===== src/rtl/updown_step_driver.sv =====
// updown_step_driver: command-side driver for a 16-bit loadable up/down
// counter. It seeks to a target by single-count steps at a programmable
// pulse spacing, or jumps there with one parallel load. A position mirror
// (Pos) tracks the counter's Q, so arrival is detected without reading Q back.
//
// Command handshake: go/jump are level-sampled only while IDLE (busy low);
// there is no ready signal, and a command presented while busy is dropped.
// abort is honoured in every busy state and ends the operation at the next
// edge without a done pulse.
module updown_step_driver #(
  parameter logic [15:0] INIT     = 16'd0,
  parameter logic [7:0]  STEP_GAP = 8'd2
) (
  input  logic        clk,
  input  logic        rst,
  input  logic        go,
  input  logic        jump,
  input  logic        abort,
  input  logic [15:0] target,
  output logic        Up,
  output logic        Dw,
  output logic        LD,
  output logic [15:0] Din,
  output logic [15:0] Pos,
  output logic        busy,
  output logic        done,
  output logic [1:0]  dbg_state
);

  typedef enum logic [1:0] {
    IDLE = 2'd0,
    LOAD = 2'd1,
    STEP = 2'd2,
    GAP  = 2'd3
  } state_t;

  // Reload value for the gap counter; only used when STEP_GAP is nonzero.
  localparam logic [7:0] GAP_RELOAD = STEP_GAP - 8'd1;

  state_t      state, state_n;
  logic [15:0] tgt, tgt_n;
  logic [15:0] pos_n;
  logic        dir_up, dir_up_n;
  logic [7:0]  gap_cnt, gap_cnt_n;
  logic        done_n;
  logic [15:0] pos_step;

  // Position after the step taken in the current STEP cycle.
  always_comb begin
    pos_step = dir_up ? (Pos + 16'd1) : (Pos - 16'd1);
  end

  // Next-state and next-register decode; the counter acts on Up/Dw/LD at the
  // same edge that Pos is updated, which keeps Pos equal to Q.
  always_comb begin
    state_n   = state;
    tgt_n     = tgt;
    pos_n     = Pos;
    dir_up_n  = dir_up;
    gap_cnt_n = gap_cnt;
    done_n    = 1'b0;
    case (state)
      IDLE: begin
        if (jump) begin
          tgt_n   = target;
          state_n = LOAD;
        end else if (go) begin
          tgt_n = target;
          if (target == Pos) begin
            done_n = 1'b1;
          end else begin
            dir_up_n = (target > Pos);
            state_n  = STEP;
          end
        end
      end
      LOAD: begin
        if (abort) begin
          state_n = IDLE;
        end else begin
          pos_n   = tgt;
          done_n  = 1'b1;
          state_n = IDLE;
        end
      end
      STEP: begin
        if (abort) begin
          state_n = IDLE;
        end else begin
          pos_n = pos_step;
          if (pos_step == tgt) begin
            done_n  = 1'b1;
            state_n = IDLE;
          end else if (STEP_GAP == 8'd0) begin
            state_n = STEP;
          end else begin
            gap_cnt_n = GAP_RELOAD;
            state_n   = GAP;
          end
        end
      end
      GAP: begin
        if (abort) begin
          state_n = IDLE;
        end else if (gap_cnt == 8'd0) begin
          state_n = STEP;
        end else begin
          gap_cnt_n = gap_cnt - 8'd1;
        end
      end
      default: state_n = IDLE;
    endcase
  end

  // State and datapath registers with synchronous reset.
  always_ff @(posedge clk) begin
    if (rst) begin
      state   <= IDLE;
      tgt     <= INIT;
      Pos     <= INIT;
      dir_up  <= 1'b0;
      gap_cnt <= 8'd0;
      done    <= 1'b0;
    end else begin
      state   <= state_n;
      tgt     <= tgt_n;
      Pos     <= pos_n;
      dir_up  <= dir_up_n;
      gap_cnt <= gap_cnt_n;
      done    <= done_n;
    end
  end

  // Moore command decode; the three commands are mutually exclusive by state.
  always_comb begin
    Up        = (state == STEP) & dir_up;
    Dw        = (state == STEP) & ~dir_up;
    LD        = (state == LOAD);
    busy      = (state != IDLE);
    Din       = tgt;
    dbg_state = state;
  end

endmodule


===== config.mk =====
export PLATFORM = sky130hd
export DESIGN_NAME = updown_step_driver
export DESIGN_NICKNAME = d
export VERILOG_FILES = /design/src/rtl/updown_step_driver.sv
export SDC_FILE = /design/constraint.sdc
export NUM_CORES = 1
export LEC_CHECK = 0
export CAP_MARGIN = 20
export CORE_MARGIN = 2
export CORE_UTILIZATION = 24
export CTS_CLUSTER_DIAMETER = 100
export DETAILED_ROUTE_END_ITERATION = 16
export PLACE_DENSITY_LB_ADDON = 0.3
export SYNTH_ARGS = -nofsm -noshare
export SYNTH_HDL_FRONTEND = slang
export SYNTH_SLANG_ARGS = --single-unit

===== constraint.sdc =====
create_clock -name clk -period 3.55 [get_ports clk]
set_clock_uncertainty 0.05 [all_clocks]
set_input_delay 1.065 -clock clk [delete_from_list [all_inputs] [get_ports clk]]
set_output_delay 1.065 -clock clk [all_outputs]
set_load 0.02 [all_outputs]

== Word level (Yosys, flattened, before mapping) ==
Index checks and enable logic that the tools add are counted.

* Bits in registers: 44
* Bits of input ports: 21
* Output and inout bits: 39
* Word-level logic and storage cells: 65

* $add $sub $neg: 3
* Magnitude comparators: 1
* Equal/unequal tests: 13
* Multiplexer cells: 26
* Bitwise operators: 5
* Reduce and logical (&&, ||, !) cells: 11

{| class="wikitable"
|+ Operator list
! kind !! number
|-
| 2-to-1 mux 16 bit || 5
|-
| == test 16 bit || 2
|-
| 2-to-1 mux 8 bit || 4
|-
| case mux 16 bit (2 select lines) || 1
|-
| adder 16 x 1 -> 16 bit (second input constant) || 1
|-
| greater-than comparator 16 bit || 1
|-
| case mux 8 bit (2 select lines) || 1
|-
| subtractor 16 x 1 -> 16 bit (second input constant) || 1
|-
| 2-to-1 mux 2 bit || 7
|-
| inequality test 2 bit (second input constant) || 5
|-
| inequality test 3 bit (second input constant) || 3
|-
| zero test 8 bit || 1
|-
| case mux 2 bit (4 select lines) || 1
|-
| nonzero test 2 bit || 4
|-
| subtractor 8 x 1 -> 8 bit (second input constant) || 1
|-
| 2-to-1 mux 1 bit || 6
|-
| AND reduction 3 bit || 2
|-
| AND reduction 5 bit || 1
|-
| == test 2 bit (second input constant) || 2
|-
| AND reduction 4 bit || 1
|-
| inverter 1 bit || 3
|-
| case mux 1 bit (3 select lines) || 1
|-
| AND 1 bit || 2
|-
| == test 2 x 1 -> 1 bit (second input constant) || 1
|-
| 2 further kinds || 2
|}

== Longest topological paths before layout ==
Gate-level depths: netlist of run 1.

* Depth in word-level cells: 6
* Mapped depth: 13
* Mapped depth without buffers: 11

== Worst setup path after synthesis of run 1 ==
Ideal clock, no wire load.

* Path kind: reg-to-reg
* Start point: reg dir_up
* End point: reg gap_cnt[7]
* Library setup time: 0.088 ns
* Data arrival time: 3.207 ns
* Data required time: 3.412 ns
* Setup slack: 0.205 ns
* Stages on the path, launching flop included: 13
* Buffers on the path: 1
* Clock period less this slack: 3.345 ns
* Path through: dfxtp_1 > inv_1 > ha_1 > a211o_1 > a2111oi_4 > nor2_2 > mux2_4 > or4_4 > nor4_4 > nand4_1 > and2_1 > buf_6 > a311oi_2

* Word-level cells in the longest chain between the ends: 4

{| class="wikitable"
|+ Ends and longest elaborated chain
! element !! line !! RTL
|-
| from (decl) || 43 || <nowiki>logic dir_up, dir_up_n;</nowiki>
|-
| from (signal assigned) || 128 || <nowiki>dir_up <= dir_up_n;</nowiki>
|-
| 2-to-1 mux 16 bit || 50 || <nowiki>pos_step = dir_up ? (Pos + 16'd1) : (Pos - 16'd1);</nowiki>
|-
| == test 16 bit || 91 || <nowiki>if (pos_step == tgt) begin</nowiki>
|-
| inequality test 2 bit (no source line) || n/a ||
|-
| AND reduction 5 bit (no source line) || n/a ||
|-
| to (signal assigned) || 129 || <nowiki>gap_cnt <= gap_cnt_n;</nowiki>
|-
| to (decl) || 44 || <nowiki>logic [7:0] gap_cnt, gap_cnt_n;</nowiki>
|}

Every way passes these cells.
A chain may end at the register's enable or synchronous reset.

== Worst setup path after layout of run 1 ==
* Start point: reg dir_up
* End point: reg done

* Word-level cells in the longest chain between the ends: 5

{| class="wikitable"
|+ Ends and longest elaborated chain
! element !! line !! RTL
|-
| 2-to-1 mux 16 bit || 50 ||
|-
| == test 16 bit || 91 ||
|-
| 2-to-1 mux 1 bit || 91 ||
|-
| 2-to-1 mux 1 bit || 87 || <nowiki>if (abort) begin</nowiki>
|-
| case mux 1 bit (3 select lines) || 62 || <nowiki>case (state)</nowiki>
|-
| to (signal assigned) || 130 || <nowiki>done <= done_n;</nowiki>
|-
| to (decl) || 26 || <nowiki>output logic done,</nowiki>
|}

Every way passes these cells.

==> reports/qor.yml, run 1 <==
die:
  coreArea_mm2: 0.0158
  fp.dieH_um: 131
  pin_count: 60
  initial_utilization_pct: 24.4
  die_w_um: 131
  die_area_mm2: 0.0170
  rows: 46
layout:
  num-nets-final: 659
  fillCellCount: 1714
  areaGrowthSynthToFinish_pct: 33.2
  instances_no_fill: 821
  most-common-layout-cells: "nand2_1, nor2_1, clkdlybuf4s50_1"
  drive_gt1_share_pct: 13.6
  final_common_cell: "nand2_1"
  antennaDiodeCount: 0
worst_hold_path:
  whs_path_depth: 2
  min_path_type: "flop to flop"
clock_tree:
  h-tree-depth: 2
  cts_tree: "built"
  root_buffer: "clkbuf_16"
  clkLatencyLatePin_ns: 0.29
  clockBufferDepth: 2
  cts_buffers: 5
  post_cts_buffers: 0
  clkTransAtPathRegs_ns: 0.06
  numClockSinks: 44
critical_path:
  crit_type: "flop to flop"
  critPathRequiredTime_ns: 3.72
  critPathArrivalTime_ns: 3.58
  crit_path_start_kind: "flop"
  worst-path-max-fanout: 11
  cp-end-kind: "flop"
  regToRegSetupSlack_ns: 0.14
  r2r_cells: 12
synth:
  synth_area_leader_cell: "dfxtp_1"
  ys_ff_latch: 44
  synth_ff_type: "dfxtp_1"
  synth_cells: 520
  yosysSeqAreaShare_pct: 22.9
  synth_edf_count: 0
  synth_fp_nets: 574
  netlist_area_mm2: 0.00384
  netlist.area_leader.share_pct: 22.9
  synth.area.top_cells: "dfxtp_1, ha_1, a21oi_1"
  yosysWarnings: 0
  syn_area_per_cell_um2: 7.39
  synth_cell_types: 68
  synthArstFlopShare_pct: 0
grt:
  met1_usage_pct: 20.0
  grt_max_degree: 33
  antenna_found_initial: 0
  grt_usage_pct: 15.7
  overflow: 0
  grt_pass1_vias: 4037
  grt_util_met3_pct: 2.20
  grtUsageMet2_pct: 26.6
  top_usage_layer: "met2"
  grt_pass1_wl_mm: 20.9
placement:
  place.detailed.hpwl_mm: 10.5
  io_buffers: 59
  dp_cells: 814
  gp_routability_congestion: 0.921
  dp_slack_ns: -0.0633
route:
  wl_per_cell_um: 15.9
  drc: 0
  drt_iter0_drc: 140
  vias: 4029
  dr.pass1.iters: 4
  vias_per_cell: 4.91
  ant_nets: 0
  routed_wl_mm: 13.0
sta:
  whs_ns: 0.458
  finalCritPeriodShare_pct: 96.0
  rsz0062_at_grt: "no"
  postLayoutSetupSlackWorst_ns: 0.142
  max_slew.worst_pin.slew_ns: 1.01
  setup_violations: 0
  hold_viol: 0
  fin_crit_ns: 3.41
  finalSetupTns_ns: 0
  drv_slew: 0
  max_freq_mhz: 293
  slew_headroom_pct: 32.5
pwr:
  power_density_mw_per_mm2: 404
  p_leak_uw: 0.00200
  ir_worst_vdd_mv: 0.169
  total_power_uw: 2070
flow_run:
  cap_violations: 0
outcome:
  status: "finished, final reports clean"
==> metrics by stage <==
step / utilization, % / instance area, µm²
3_5_place_dp: 31.4 / 4950
3_3_place_gp: 31.4 / 4950
5_1_grt: 32.5 / 5120
4_1_cts: 32.3 / 5090
2_1_floorplan: - / 3840
6_report: 32.5 / 5120
==> flip-flops by register name (all words and copies together) (netlist names) <==
name and cells:
dir_up 1, Pos 16, done 1, Din 16
dbg_state 2, gap_cnt 8
==> kinds of logic after synthesis <==
logic type	count (synthesis)	share of synthesized area, %
AO/OA/AOI/OAI	139	24.8
XOR/XNOR	27	6.51
adder cells (fa/ha/maj)	33	10.9
buffers and inverters	58	6.25
flip-flops	44	22.9
multiplexers	8	2.28
AND/OR/NAND/NOR	211	26.3
==> final timing paths <==
check                           endpoint    from
worst min-delay path              Din[1]  Din[1]
worst max register to register      done  dir_up
worst min register to register    Din[1]  Din[1]
worst max-delay path                done  dir_up
==> final cells by class <==
| class | instances | area (µm²) | share of cell area (%) |
|---|---|---|---|
| tap | 216 | 270 | 5.28 |
| multi-input combinational | 418 | 2760 | 53.8 |
| timing repair buffer | 110 | 981 | 19.2 |
| inverter | 26 | 97.6 | 1.91 |
| clock buffer | 6 | 129 | 2.52 |
| clock inverter | 1 | 5.00 | 0.0978 |
| sequential | 44 | 881 | 17.2 |
==> critical path: stages, from the launching register on <==
cell and delay (ns):
dfxtp_1 0.33, inv_1 0.12, buf_4 0.22, ha_1 0.33
buf_4 0.18, nand2_1 0.07, o32a_1 0.39, and4_1 0.20
or4_4 0.52, nor4_4 0.23, nand4_1 0.20, or3_1 0.35
a21oi_1 0.15
==> synthesized netlist by cell type (all sizes together), types with 8 or more instances <==
library cell and number:
buf 13, xor2 10, dfxtp 44, o21a 10
a21oi 54, inv 26, a211oi 8, xnor2 16
o21ai 16, ha 32, nand2b 9, nand2 66
clkbuf 19, a21o 10, nor3 18, nor2 63
nand4 10, nand3 10
==> per-layer routing <==
metal  wire length, µm  vias to the layer above
met3               534                       22
met4               385                        0
met2              6260                       88
met5                 0                        -
li1                  -                     2038
met1              5830                     1881
==> where the power goes <==
| group | internal [µW] | switching (µW) | leakage (µW) |
|---|---|---|---|
| logic | 481 | 569 | 0.00157 |
| clock network | 256 | 189 | 0.0000667 |
| registers | 526 | 48.0 | 0.000360 |
| total | 1260 | 806 | 0.00200 |
==> what timing repair did <==
action / in CTS / in global routing
resized for setup: 1 / 11
endpoints found under the setup margin: 3 / 10
cloned: 0 / 0
hold buffers: 0 / 0
endpoints found under the hold margin: 0 / 0
(Power assumes the default switching activity.)
==> inputs of run 2 (changes only) <==
--- a/config.mk
+++ b/config.mk
@@ -8,9 +8,11 @@
 export CAP_MARGIN = 20
 export CORE_MARGIN = 2
 export CORE_UTILIZATION = 24
+export CTS_BUF_LIST = sky130_fd_sc_hd__clkbuf_8
 export CTS_CLUSTER_DIAMETER = 100
 export DETAILED_ROUTE_END_ITERATION = 16
 export PLACE_DENSITY_LB_ADDON = 0.3
 export SYNTH_ARGS = -nofsm -noshare
 export SYNTH_HDL_FRONTEND = slang
 export SYNTH_SLANG_ARGS = --single-unit
+export TNS_END_PERCENT = 100
==> run 2 against run 1 <==
  * Power fell by 6.9%
  * Combinational power is essentially flat
  * Sequential share of layout area grew 0.19 points
  * Flip-flop and latch count stayed put
  * Routed wire length shrank 0.33%
  * Die area unchanged
  * Largest cell class unchanged
==> reports/qor.yml, run 2 (same netlist as run 1, synthesis figures left out) <==
pwr:
  combPwrFrac_pct: 54.5
  power_switching_uw: 789
  p_int_uw: 1140
  ir_worst_vdd_mv: 0.146
  seq_power_share_pct: 29.8
  p_leak_uw: 0.00198
  p_clk_share_pct: 15.7
  switching_share_pct: 40.9
  power_density_mw_per_mm2: 380
worst_hold_path:
  min_path_type: "flop to flop"
  whs_path_depth: 2
grt:
  grt_usage_pct: 15.5
  grt_pass1_vias: 4029
  grt_pass1_wl_mm: 20.8
  grt_max_degree: 33
  overflow: 0
  antenna_found_initial: 0
critical_path:
  crit_top_cell: "buf_4"
  cpPeakStageDelay_ns: 0.52
  worst-path-max-fanout: 11
  crit_type: "flop to flop"
  crit_chain: "inv_1 -> buf_4 -> ha_1 -> buf_4 -> nand2_1 -> o32a_1 -> and4_1 -> or4_4 -> nor4_4 -> nand4_1 -> or3_1 -> a21oi_1"
  critPathArrivalTime_ns: 3.58
  cp_num_buf_inv: 3
  crit_path_start_kind: "flop"
  critPathRequiredTime_ns: 3.73
  slowest_stage: "or4_4"
  cp_top_family: "simple AND/OR/NAND/NOR gates"
  r2r_cells: 12
  cp.depth: 12
  cp-end-kind: "flop"
layout:
  num-nets-final: 659
  final_util_pct: 32.1
  most-common-layout-cells: "nand2_1, nor2_1, clkdlybuf4s50_1"
  antennaDiodeCount: 0
  drive_gt1_share_pct: 13.6
  final_common_cell: "nand2_1"
  final_area_mm2: 0.00506
  instances_no_fill: 821
  areaGrowthSynthToFinish_pct: 31.7
clock_tree:
  cts_tree: "built"
  clkLatencyLatePin_ns: 0.30
  cts_buffers: 5
  h-tree-depth: 2
  root_buffer: "clkbuf_8"
  ctsHoldBuffers: 0
  clkTransAtPathRegs_ns: 0.09
  numClockSinks: 44
  clockBufferDepth: 2
die:
  die_area_mm2: 0.0170
  pin_count: 60
  coreArea_mm2: 0.0158
  rows: 46
  fp.dieH_um: 131
  die_w_um: 131
  initial_utilization_pct: 24.4
sta:
  max_slew.worst_pin.slew_ns: 1.01
  drv_slew: 0
  finalCritPeriodShare_pct: 95.6
  rsz0062_at_grt: "no"
  hold_viol: 0
  postLayoutSetupSlackWorst_ns: 0.156
  max_freq_mhz: 295
  whs_ns: 0.461
  slew_headroom_pct: 32.4
  setup_violations: 0
  fin_crit_ns: 3.39
route:
  dr.pass1.iters: 4
  wl_per_cell_um: 15.8
  vias: 4036
  routed_wl_mm: 13.0
  drt_iter0_drc: 155
  ant_nets: 0
  vias_per_cell: 4.92
  drc: 0
placement:
  dpl_cell_area_mm2: 0.00495
  dp_slack_ns: -0.0633
  dp_cells: 814
  gp_routability_congestion: 0.921
  place.detailed.hpwl_mm: 10.5
  io_buffers: 59
flow_run:
  cap_violations: 0
outcome:
  status: "finished, final reports clean"
[run 2: changes by cell type in the layout (fill, tap and decap cells not counted)]
cell / previous run / this run
inv_1: 26 / 27
clkbuf_1: 1 / 0
clkbuf_8: 0 / 5
clkbuf_16: 5 / 0
[run 2: cell type report]
| cell class | count | area [µm²] |
|---|---|---|
| timing repair buffer | 110 | 981 |
| fill | 1723 | 10700 |
| multi-input combinational | 418 | 2760 |
| clock inverter | 2 | 8.76 |
| clock buffer | 5 | 68.8 |
| tap | 216 | 270 |
| sequential | 44 | 881 |
| inverter | 26 | 97.6 |
[run 2: worst reg2reg max path: cells and delay by family, from the launching register on]
family,cells,cell delay (ns)
simple gates,6,1.56
fa+ha+maj,1,0.34
flops,1,0.33
buf+inv,3,0.52
compound gates,2,0.54
[run 2: final timing paths]
kind	startpoint	endpoint	slack (ns)
setup / recovery	dir_up	done	0.16
hold reg to reg	Din[1]	Din[1]	0.46
hold / removal	Din[1]	Din[1]	0.46
setup reg to reg	dir_up	done	0.16
[run 2: metal layers]
layer | vias up | part of all wire (%) | track usage [%]
li1 | 2039 | - | -
met1 | 1893 | 45 | 20.0
met2 | 83 | 49 | 26.6
met3 | 21 | 3.4 | 1.71
met4 | 0 | 2.8 | 6.38
met5 | - | 0 | 0
[run 2: timing repair]
item                                    CTS  global route
resized for setup                         1            11
endpoints found under the setup margin    3            10
setup buffers                             0             0
[run 2: per-stage QoR]
stage          setup TNS (ns)  total power [µW]
2_1_floorplan               0              1210
3_3_place_gp          -0.0159              1600
3_5_place_dp          -0.0633              1610
4_1_cts                     0              1920
5_1_grt                     0              2060
6_report                    0              1930
[run 2: power groups by stage]
stage                     registers (µW)  logic [µW]  clock network, µW
after floorplan                      601         610                  0
after global placement               586        1020                  0
after detailed placement             586        1020                  0
after CTS                            574        1030                318
after global routing                 580        1150                334
final                                574        1050                303
